### config.mk
export PLATFORM = sky130hd
export DESIGN_NAME = uart_rx
export DESIGN_NICKNAME = d
export VERILOG_FILES = /design/src/rtl/uart_rx.sv
export SDC_FILE = /design/constraint.sdc
export NUM_CORES = 1
export LEC_CHECK = 0
export CELL_PAD_IN_SITES_DETAIL_PLACEMENT = 1
export CELL_PAD_IN_SITES_GLOBAL_PLACEMENT = 1
export CORE_ASPECT_RATIO = 1.1
export CORE_MARGIN = 2
export CORE_UTILIZATION = 45
export DETAILED_ROUTE_END_ITERATION = 10
export GPL_ROUTABILITY_DRIVEN = 0
export MAX_ROUTING_LAYER = met4
export PLACE_DENSITY = 0.82
export SLEW_MARGIN = 30
export SYNTH_ARGS = -nofsm -noshare
export SYNTH_HDL_FRONTEND = slang
export SYNTH_SLANG_ARGS = --single-unit
export TNS_END_PERCENT = 100
### constraint.sdc
create_clock -name clk -period 3.2 [get_ports clk]
set_input_delay 0.32 -clock clk [delete_from_list [all_inputs] [get_ports clk]]
set_output_delay 0.32 -clock clk [all_outputs]
set_load 0.01 [all_outputs]
### src/rtl/uart_rx.sv
// rtl/uart_rx.sv - 8N1 UART receiver with synchronized input and mid-bit sampling
module uart_rx #(
    parameter int BAUD_CYCLES = 2605,
    parameter int HALF_CYCLES = 1302
) (
    input  logic       clk,
    input  logic       rst_n,
    input  logic       rx,
    output logic       rx_rdy,
    output logic [7:0] rx_data
);

    typedef enum logic [1:0] {
        IDLE      = 2'd0,
        RECEIVE   = 2'd1,
        STOP_WAIT = 2'd2
    } state_t;

    localparam logic [11:0] BAUD_LAST = 12'(BAUD_CYCLES - 1);
    localparam logic [11:0] HALF_LAST = 12'(HALF_CYCLES - 1);

    state_t      state;
    state_t      state_nxt;
    logic        rx_meta;
    logic        rx_sync;
    logic        rx_prev;
    logic [11:0] baud_cnt;
    logic [3:0]  bit_cnt;
    logic [8:0]  shift_reg;

    logic        start_edge;
    logic        sample_pt;
    logic        half_done;
    logic        frame_start;
    logic        shift_en;
    logic        load_byte;

    // Falling edge on the synchronized line; only acted on while idle.
    assign start_edge = rx_prev & ~rx_sync;

    // The start-bit sample is half a bit in; every later sample is a full bit apart.
    assign sample_pt = (state == RECEIVE) &&
                       (baud_cnt == ((bit_cnt == 4'd0) ? HALF_LAST : BAUD_LAST));

    assign half_done = (state == STOP_WAIT) && (baud_cnt == HALF_LAST);

    // Two-flop synchronizer plus one history flop for edge detection; idle-high on reset.
    always_ff @(posedge clk or negedge rst_n) begin
        if (!rst_n) begin
            rx_meta <= 1'b1;
            rx_sync <= 1'b1;
            rx_prev <= 1'b1;
        end else begin
            rx_meta <= rx;
            rx_sync <= rx_meta;
            rx_prev <= rx_sync;
        end
    end

    // State register.
    always_ff @(posedge clk or negedge rst_n) begin
        if (!rst_n) begin
            state <= IDLE;
        end else begin
            state <= state_nxt;
        end
    end

    // Next-state logic: false starts and completed frames both return to IDLE.
    always_comb begin
        state_nxt = state;
        case (state)
            IDLE: begin
                if (start_edge) begin
                    state_nxt = RECEIVE;
                end
            end
            RECEIVE: begin
                if (sample_pt) begin
                    if ((bit_cnt == 4'd0) && rx_sync) begin
                        state_nxt = IDLE;
                    end else if (bit_cnt == 4'd9) begin
                        state_nxt = STOP_WAIT;
                    end
                end
            end
            STOP_WAIT: begin
                if (half_done) begin
                    state_nxt = IDLE;
                end
            end
            default: state_nxt = IDLE;
        endcase
    end

    // Output/control decode: data and stop samples shift in; a good stop bit publishes the byte.
    always_comb begin
        frame_start = 1'b0;
        shift_en    = 1'b0;
        load_byte   = 1'b0;
        case (state)
            IDLE:      frame_start = start_edge;
            RECEIVE:   shift_en    = sample_pt && (bit_cnt != 4'd0);
            STOP_WAIT: load_byte   = half_done && shift_reg[8];
            default: begin
                frame_start = 1'b0;
                shift_en    = 1'b0;
                load_byte   = 1'b0;
            end
        endcase
    end

    // Baud and bit counters; the baud counter restarts at every sample point.
    always_ff @(posedge clk or negedge rst_n) begin
        if (!rst_n) begin
            baud_cnt <= 12'd0;
            bit_cnt  <= 4'd0;
        end else if (frame_start) begin
            baud_cnt <= 12'd0;
            bit_cnt  <= 4'd0;
        end else if (state == RECEIVE) begin
            if (sample_pt) begin
                baud_cnt <= 12'd0;
                bit_cnt  <= (bit_cnt == 4'd9) ? 4'd0 : bit_cnt + 4'd1;
            end else begin
                baud_cnt <= baud_cnt + 12'd1;
            end
        end else if (state == STOP_WAIT) begin
            baud_cnt <= half_done ? 12'd0 : baud_cnt + 12'd1;
        end
    end

    // Shift register fills from the MSB so bit 0 lands in [0] and the stop bit in [8].
    always_ff @(posedge clk or negedge rst_n) begin
        if (!rst_n) begin
            shift_reg <= 9'd0;
        end else if (frame_start) begin
            shift_reg <= 9'd0;
        end else if (shift_en) begin
            shift_reg <= {rx_sync, shift_reg[8:1]};
        end
    end

    // Ready is a level: cleared by the next start edge, set when a good frame completes.
    always_ff @(posedge clk or negedge rst_n) begin
        if (!rst_n) begin
            rx_rdy  <= 1'b0;
            rx_data <= 8'h00;
        end else if (frame_start) begin
            rx_rdy  <= 1'b0;
        end else if (load_byte) begin
            rx_rdy  <= 1'b1;
            rx_data <= shift_reg[7:0];
        end
    end

endmodule

Yosys cells after proc, flatten, opt, wreduce, memory -nomap -nowiden
Cells that the tools add are included.
Word-level totals
  bits in registers: 39
  output and inout bits: 9
  logic and storage cells: 62
  bits of input ports: 3
Cells by class
  equal/unequal tests: 9
  bitwise operators: 3
  $add $sub $neg: 2
  reductions and logical operators: 16
  mux-type cells: 23
Operator list (count)
  $mux W12: 6
  $mux W9: 2
  $mux W4: 4
  $add A12 B1 Y12 const B: 1
  $eq A12 B11 Y1 const B: 1
  $eq A12 B12 Y1: 1
  $mux W2: 5
  $reduce_bool A2 Y1: 4
  $ne A2 B2 Y1 const B: 3
  $pmux W2 S3: 1
  $logic_and A1 B1 Y1: 5
  $mux W1: 5
  $add A4 B1 Y4 const B: 1
  $eq A4 B4 Y1 const B: 1
  $logic_not A4 Y1: 1
  $reduce_and A2 Y1: 2
  $reduce_and A4 Y1: 1
  $reduce_bool A4 Y1: 1
  $ne A3 B1 Y1 const B: 1
  $reduce_bool A3 Y1: 1
  $eq A2 B1 Y1 const B: 1
  $eq A2 B2 Y1 const B: 1
  $logic_not A2 Y1: 1
  $not A1 Y1: 2
  $and A1 B1 Y1: 1

Depth between registers and ports, before layout
Gate-level depths: netlist of run 1.
  depth after elaboration: 8
  mapped depth: 7
  mapped depth without buffers: 6

Least setup slack after synthesis of run 1
No wires, ideal clock.
  path kind: register to register
  start point: reg baud_cnt[1]
  end point: reg baud_cnt[10]
  stages on the path, launching flop included: 7
  setup time: 0.150 ns
  arrival: 1.619 ns
  path buffers: 2
  setup slack: 1.431 ns
  cells stage by stage: dfrtp_1 > or4b_4 > or2_0 > buf_4 > a21oi_4 > buf_6 > a211oi_1
On the way
  cells in the longest elaborated chain, start to end: 6
  elaborated cells between the ends (all ways): 10
RTL lines
  start, declared: RTL line 27  | logic [11:0] baud_cnt;
  start signal, assigned: RTL line 126  | baud_cnt <= baud_cnt + 12'd1;
  start signal, assigned: RTL line 129  | baud_cnt <= half_done ? 12'd0 : baud_cnt + 12'd1;
  parallel branches: the longest is 4 deep, another holds $add A12 B1 Y12
  $mux W12 (*): RTL line 121  | end else if (state == RECEIVE) begin
  $mux W12 (*): RTL line 118  | end else if (frame_start) begin
Every way passes the cells marked *. The select of a mux whose other input is x is not followed.
A chain may end at the register's enable or synchronous reset.

Final worst setup path of run 1
  start point: reg bit_cnt[0]
  end point: reg bit_cnt[3]
On the way
  cells in the longest elaborated chain, start to end: 6
  elaborated cells between the ends (all ways): 12
RTL lines
  start, declared: RTL line 28  | logic [3:0] bit_cnt;
  start signal, assigned: RTL line 124  | bit_cnt <= (bit_cnt == 4'd9) ? 4'd0 : bit_cnt + 4'd1;
  parallel branches: the longest is 6 deep, another holds $add A4 B1 Y4
Parallel ways; which one is timed is not known. The select of a mux whose other input is x is not followed.

==> results.tsv, run 1 <==
stage	metric	value	unit
die	Die Area	5100	µm²
worst_setup_path	worst path buffer plus inverter count	1	
placed_design	worst slack, placed	0.975	ns
global_routing	pin count of the biggest net entering global routing	40	
clocking	Bufs on Longest Clock Path	2	
sta	max_slew headroom	42.1	%
synthesis	post-synth top area share	44.0	%
detailed_routing	Post-Route WL	4680	µm
die	IO Count	12	
worst_setup_path	slowest stage cell on the critical path	o21ai_1	
final_layout	fillers	505	
synthesis	number of synthesized register bits	39	
synthesis	simple-gate share of the synthesized area	22.1	%
clocking	Num CTS Buffers	5	
die	Site Rows	25	
global_routing	Overflow after GRT	0	
synthesis	Most used DFF post-synth	dfrtp_1	
power	Cell Pwr Density	506	nW/µm²
worst_setup_path	crit path from	bit_cnt[0]$_DFFE_PN0P_	
power	Peak VDD IR	0.289	mV
synthesis	Cell Area, Synth	2050	µm²
sta	Final period util	68.8	%
synthesis	Mapped Avg Cell Area	10.5	µm²
final_layout	max reg flops	12	
worst_setup_path	family with the most delay on the worst path	simple AND/OR/NAND/NOR gates	
clocking	CTS tree	done	
clocking	Post-CTS Setup Inserts	0	
global_routing	vias in the first global route	1722	
clocking	clock slew at reported path FFs	0.08	ns
sta	setup tns final	0	ns
die	Die Ht	74.7	µm
synthesis	XOR/XNOR Fraction of Synth Area	2.14	%
synthesis	Synth Area in Compound Gates	16.5	%
detailed_routing	DRT antenna net count	0	
die	core footprint	4350	µm²
die	initial core utilization	47.1	%
detailed_routing	routed len/inst	18.0	µm
flow_run	Max-Cap Viols	0	
synthesis	post-synthesis async set-or-reset flop share	100	%
synthesis	sequential element share of the synthesized area	47.9	%
synthesis	Post-synth EDFFs	0	
worst_setup_path	crit-path max FO	13	
synthesis	Ys Warns	0	
detailed_routing	via/cell ratio	6.12	
sta	RSZ-0062 raised after global routing	no	
final_layout	Area Overhead vs Synth	10.1	%
placed_design	DP HPWL	3420	µm
clocking	clock sinks	39	
worst_setup_path	Worst R2R Start	bit_cnt[0]$_DFFE_PN0P_	
clocking	Clock Latency Late Sink	0.29	ns
synthesis	main combinational cell family by area after synthesis	simple AND/OR/NAND/NOR gates	
global_routing	first-pass GRT wire length	8140	µm
worst_setup_path	CP endpoint kind	register	
sta	Final setup violation count	0	
worst_setup_path	Worst setup SP type	register	
placed_design	PortBufs	11	
synthesis	adder-cell share of the synthesized area	3.06	%
detailed_routing	Initial DRT Pass Iterations	4	
hold_path	worst min path class	primary input to async pin	
sta	actual slew at the worst max-slew pin	0.869	ns
run_status	status	finished clean	
sta	max frequency	454	MHz
global_routing	initial antenna violation count	0	
final_layout	Final nets	213	
sta	Slew Limit Fails	0	
clocking	CTS H-tree lvls	2	
detailed_routing	DRT iter0 DRCs	104	
die	Die X	68.3	µm
synthesis	Synth area leaders	dfrtp_1, mux2_2, dfstp_2	
worst_setup_path	critical-path cell list	inv_1 -> ha_1 -> nor3b_1 -> and3b_1 -> o21ai_1 -> o211ai_1	
clocking	Hold-fix buffers, CTS	0	
worst_setup_path	CP Class	register to register	
synthesis	Cell variety after synth	47	
sta	Tmin final	2.20	ns
worst_setup_path	CP required	3.34	ns
detailed_routing	Vias	1591	
synthesis	cell count after synthesis	195	
detailed_routing	DRC viols	0	
sta	Setup WS post-layout	0.999	ns
clocking	Root Driver	clkbuf_8	
power	Pleak	0.925	nW
synthesis	biggest area consumer among synthesized cells	dfrtp_1	
synthesis	multiplexer area fraction after synthesis	4.89	%
clocking	post-CTS sizing	0	
final_layout	diode count	0	
sta	Setup Skew	0.00733	ns
worst_setup_path	slowest stage delay, CP	0.45	ns
global_routing	GRT Resource Usage Total	22.0	%
sta	Final Hold Violating Endpoints	0	
synthesis	Post-Syn Nets	203	
worst_setup_path	Worst EP arrival	2.34	ns
final_layout	share of layout cells above drive strength 1	12.6	%
## layout by cell type, fill, tap and decap left out, types with 2 or more instances in the layout
master	synthesis	final
nand3b_1	2	2
nor2b_1	3	3
inv_1	3	3
clkinv_2	0	3
nor3_1	4	4
or3_1	3	3
ha_1	5	5
nand2_1	15	15
xor2_1	5	5
nand4_1	3	3
and3b_1	2	2
or4_1	2	2
dfstp_2	3	3
o2111ai_1	5	5
and4_1	4	4
o21ai_0	14	14
o211ai_1	7	7
nor3b_1	4	4
nand2b_1	3	3
nand3_1	14	14
a211oi_1	5	5
mux2_2	8	8
o21ai_1	2	2
clkdlybuf4s50_1	0	10
dfrtp_1	36	36
a21oi_1	7	7
nor4bb_1	3	3
clkbuf_8	0	5
nor2_1	4	4
and2_1	3	3
o31ai_1	3	3
## synthesized netlist by cell type (5+ instances only)
master	n
nand3_1	14
o211ai_1	7
nand2_1	15
ha_1	5
o2111ai_1	5
mux2_2	8
a211oi_1	5
dfrtp_1	36
a21oi_1	7
xor2_1	5
o21ai_0	14
## kinds of logic (layout without fill, tap and decap cells)
family	count (synthesis)	after routing
adders and majority gates	5	5
buffers and inverters	12	23
AOI/OAI and AO/OA	50	50
and+or+nand+nor	75	75
xor gates and xnor gates	5	5
muxes	9	9
DFF	39	39
## worst register-to-register path, cell delays in order (launching register included)
cell	delay [ns]
dfrtp_1	0.42
inv_1	0.10
ha_1	0.14
nor3b_1	0.37
and3b_1	0.38
o21ai_1	0.45
o211ai_1	0.20
## path summary, 6_finish.rpt
check	endpoint	slack, ns	cells after the start
min reg2reg	rx_sync$_DFF_PN1_	0.36	0
min	rx_data[5]$_DFFE_PN0P_	0.14	1
min in group clk	rx_sync$_DFF_PN1_	0.36	0
max	bit_cnt[3]$_DFFE_PN0P_	1.0	6
max reg2reg	bit_cnt[3]$_DFFE_PN0P_	1.0	6
max in group asynchronous	baud_cnt[5]$_DFFE_PN0P_	2.52	1
## power breakdown
| group | internal (W) | leakage (nW) | switching, W | total, W |
|---|---|---|---|---|
| Sequential | 0.000532 | 0.522 | 0.0000814 | 0.000614 |
| Combinational | 0.0000941 | 0.355 | 0.000114 | 0.000208 |
| Clock | 0.000149 | 0.0477 | 0.000168 | 0.000317 |
## metal layers
layer / vias to the layer above / share of wire [%] / track usage (%)
li1: 753 / - / -
met1: 809 / 42 / 25.8
met2: 21 / 54 / 38.0
met3: 8 / 1.9 / 2.69
met4: 0 / 1.7 / 8.89
met5: - / 0 / -
## through the flow
stage / power, W / hold WS [ns] / cells / instance area [µm²] / util (%)
floorplan: 0.000778 / 0.0244 / 195 / 2050 / -
global placement: 0.000816 / 0.346 / 252 / 2170 / 49.9
detailed placement: 0.000829 / 0.349 / 252 / 2170 / 49.9
CTS: 0.00115 / 0.172 / 260 / 2250 / 51.8
global route: 0.00122 / 0.188 / 260 / 2250 / 51.8
finish: 0.00114 / 0.144 / 260 / 2250 / 51.8
## cell type report
cell class / instances / area [µm²] / area share (%)
Clock inverter: 3 / 15.0 / 0.667
Inverter: 3 / 11.3 / 0.500
Clock buffer: 5 / 68.8 / 3.06
Timing Repair Buffer: 12 / 113 / 5.00
Multi-Input combinational cell: 144 / 997 / 44.3
Tap cell: 54 / 67.6 / 3.00
Sequential cell: 39 / 980 / 43.5
No activity file was read; power rests on OpenSTA's default activity.
==> run 2: changes to the inputs <==
==> constraint.sdc (replaced) <==
create_clock -name clk -period 2.23 [get_ports clk]
set_input_delay 0.223 -clock clk [delete_from_list [all_inputs] [get_ports clk]]
set_output_delay 0.223 -clock clk [all_outputs]
set_load 0.01 [all_outputs]
==> run 2 against run 1 <==
Effect of this change: cell count is 3.1% higher; clock power increased by 92%; largest power group unchanged; critical path type unchanged; total power is 60% higher; utilization grew 2.2 points; first-iteration DRC count shrank 39%; sequential cell count stayed put; register-to-register slack worse by 0.87 ns.
==> results.tsv, run 2 (same netlist as run 1, synthesis figures left out) <==
stage	metric	value	unit	change
sta	Final setup violation count	0		unchanged
power	Cell Pwr Density	777	nW/µm²	was 506 nW/µm²
final_layout	fillers	475		was 505
detailed_routing	Post-Route WL	4940	µm	was 4680 µm
flow_run	Max-Cap Viols	0		unchanged
worst_setup_path	slowest stage delay, CP	0.58	ns	was 0.45 ns
clocking	Num CTS Buffers	5		unchanged
detailed_routing	routed len/inst	18.4	µm	was 18.0 µm
clocking	clock sinks	39		unchanged
sta	Tmin final	2.10	ns	was 2.20 ns
final_layout	most frequent cells in the layout	dfrtp_1, nand2_1, nand3_1, o21ai_0, clkdlybuf4s50_1		unchanged
placed_design	PortBufs	11		unchanged
sta	Slew Limit Fails	0		unchanged
placed_design	Placed Instances	260		was 252
final_layout	Final Util	54.0	%	was 51.8%
global_routing	first-pass GRT wire length	8540	µm	was 8140 µm
detailed_routing	DRC viols	0		unchanged
run_status	status	finished clean		unchanged
detailed_routing	Vias	1635		was 1591
die	IO Count	12		unchanged
final_layout	diode count	0		unchanged
sta	Setup Skew	0.00754	ns	was 0.00733 ns
final_layout	max reg flops	12		unchanged
final_layout	Final nets	221		was 213
worst_setup_path	CP endpoint kind	register		unchanged
die	initial core utilization	47.1	%	unchanged
die	Die Area	5100	µm²	unchanged
clocking	CTS H-tree lvls	2		unchanged
power	Total Power	0.00182	W	was 0.00114 W
die	core footprint	4350	µm²	unchanged
die	Die X	68.3	µm	unchanged
final_layout	final std cells w/o fill	268		was 260
global_routing	Overflow after GRT	0		unchanged
sta	Final period util	94.0	%	was 68.8%
sta	max frequency	477	MHz	was 454 MHz
final_layout	commonest non-fill, non-tap cell in the layout	dfrtp_1		unchanged
sta	hold slack final	0.0389	ns	was 0.144 ns
final_layout	Area Overhead vs Synth	14.8	%	was 10.1%
worst_setup_path	Worst setup SP type	register		unchanged
detailed_routing	DRT antenna net count	0		unchanged
sta	max_slew headroom	42.3	%	was 42.1%
clocking	CTS tree	done		unchanged
sta	actual slew at the worst max-slew pin	0.866	ns	was 0.869 ns
hold_path	worst min path class	primary input to async pin		unchanged
detailed_routing	Initial DRT Pass Iterations	4		unchanged
worst_setup_path	critical-path cell list	or4b_4 -> or2_0 -> a21oi_4 -> o41ai_1		was inv_1 -> ha_1 -> nor3b_1 -> and3b_1 -> o21ai_1 -> o211ai_1
final_layout	flip-flop and latch area	980	µm²	unchanged
clocking	Bufs on Longest Clock Path	2		unchanged
global_routing	pin count of the biggest net entering global routing	40		unchanged
detailed_routing	via/cell ratio	6.10		was 6.12
clocking	Post-CTS Setup Inserts	0		unchanged
sta	Final Hold Violating Endpoints	0		unchanged
worst_setup_path	crit-path max FO	11		was 13
power	Peak VDD IR	0.382	mV	was 0.289 mV
sta	RSZ-0062 raised after global routing	no		unchanged
worst_setup_path	CP required	2.40	ns	was 3.34 ns
final_layout	Multi-input gate area	1000	µm²	was 997 µm²
die	Die Ht	74.7	µm	unchanged
die	Site Rows	25		unchanged
detailed_routing	DRT iter0 DRCs	63		was 104
sta	setup tns final	0	ns	unchanged
worst_setup_path	Worst EP arrival	2.27	ns	was 2.34 ns
clocking	clock slew at reported path FFs	0.07	ns	was 0.08 ns
global_routing	GRT Resource Usage Total	23.1	%	was 22.0%
global_routing	vias in the first global route	1741		was 1722
clocking	Root Driver	clkbuf_8		unchanged
worst_setup_path	slowest stage cell on the critical path	or4b_4		was o21ai_1
placed_design	DP HPWL	3560	µm	was 3420 µm
global_routing	initial antenna violation count	0		unchanged
power	Pleak	0.978	nW	was 0.925 nW
final_layout	share of layout cells above drive strength 1	16.4	%	was 12.6%
clocking	Clock Latency Late Sink	0.29	ns	about the same
worst_setup_path	CP Class	register to register		unchanged
-- run 2: metal layers --
layer	GRT usage, %	vias to the layer above	wire [µm]
met5	-	-	0
met4	8.89	0	86
met3	4.04	11	117
met2	40.5	24	2670
met1	26.1	831	2070
li1	-	769	-
-- run 2: layout make-up --
cell class | count | area share [%]
Clock buffer | 6 | 3.52
Inverter | 3 | 0.479
Sequential cell | 39 | 41.7
Tap cell | 54 | 2.88
Clock inverter | 2 | 1.49
Timing Repair Buffer | 20 | 7.35
Multi-Input combinational cell | 144 | 42.6
-- run 2: path summary, 6_finish.rpt --
kind	start	end	slack, ns	cells past startpoint
setup / recovery	baud_cnt[1]$_DFFE_PN0P_	baud_cnt[1]$_DFFE_PN0P_	0.13	4
hold / removal	rst_n	rx_rdy$_DFFE_PN0P_	0.04	1
setup reg to reg	baud_cnt[1]$_DFFE_PN0P_	baud_cnt[1]$_DFFE_PN0P_	0.13	4
hold reg to reg	rx_meta$_DFF_PN1_	rx_sync$_DFF_PN1_	0.36	0
max in group asynchronous	rst_n	bit_cnt[1]$_DFFE_PN0P_	1.64	1
min in group clk	rx	rx_meta$_DFF_PN1_	0.34	1
-- run 2: report_power, final --
group | internal (W) | leakage, nW | switching [W]
clock network | 0.000362 | 0.0612 | 0.000248
logic | 0.000151 | 0.394 | 0.000201
registers | 0.000764 | 0.522 | 0.0000973
-- run 2: critical path, delay by kind of cell (launching register included) --
kind,cells,cell delay (ns)
AOI/OAI and AO/OA,2,0.53
DFF,1,0.44
and+or+nand+nor,2,1.00
-- run 2: repair_timing --
item	in CTS	in global routing
hold buffers	0	0
endpoints found under the setup margin	0	3
gates resized for setup	0	1
-- run 2: stage by stage --
| stage | setup slack, ns | instance area [µm²] |
|---|---|---|
| after global routing | 0.000641 | 2350 |
| after CTS | 0.119 | 2350 |
| after floorplan | 0.461 | 2050 |
| after global placement | 0.236 | 2230 |
| after detailed placement | 0.122 | 2230 |
| final | 0.133 | 2350 |
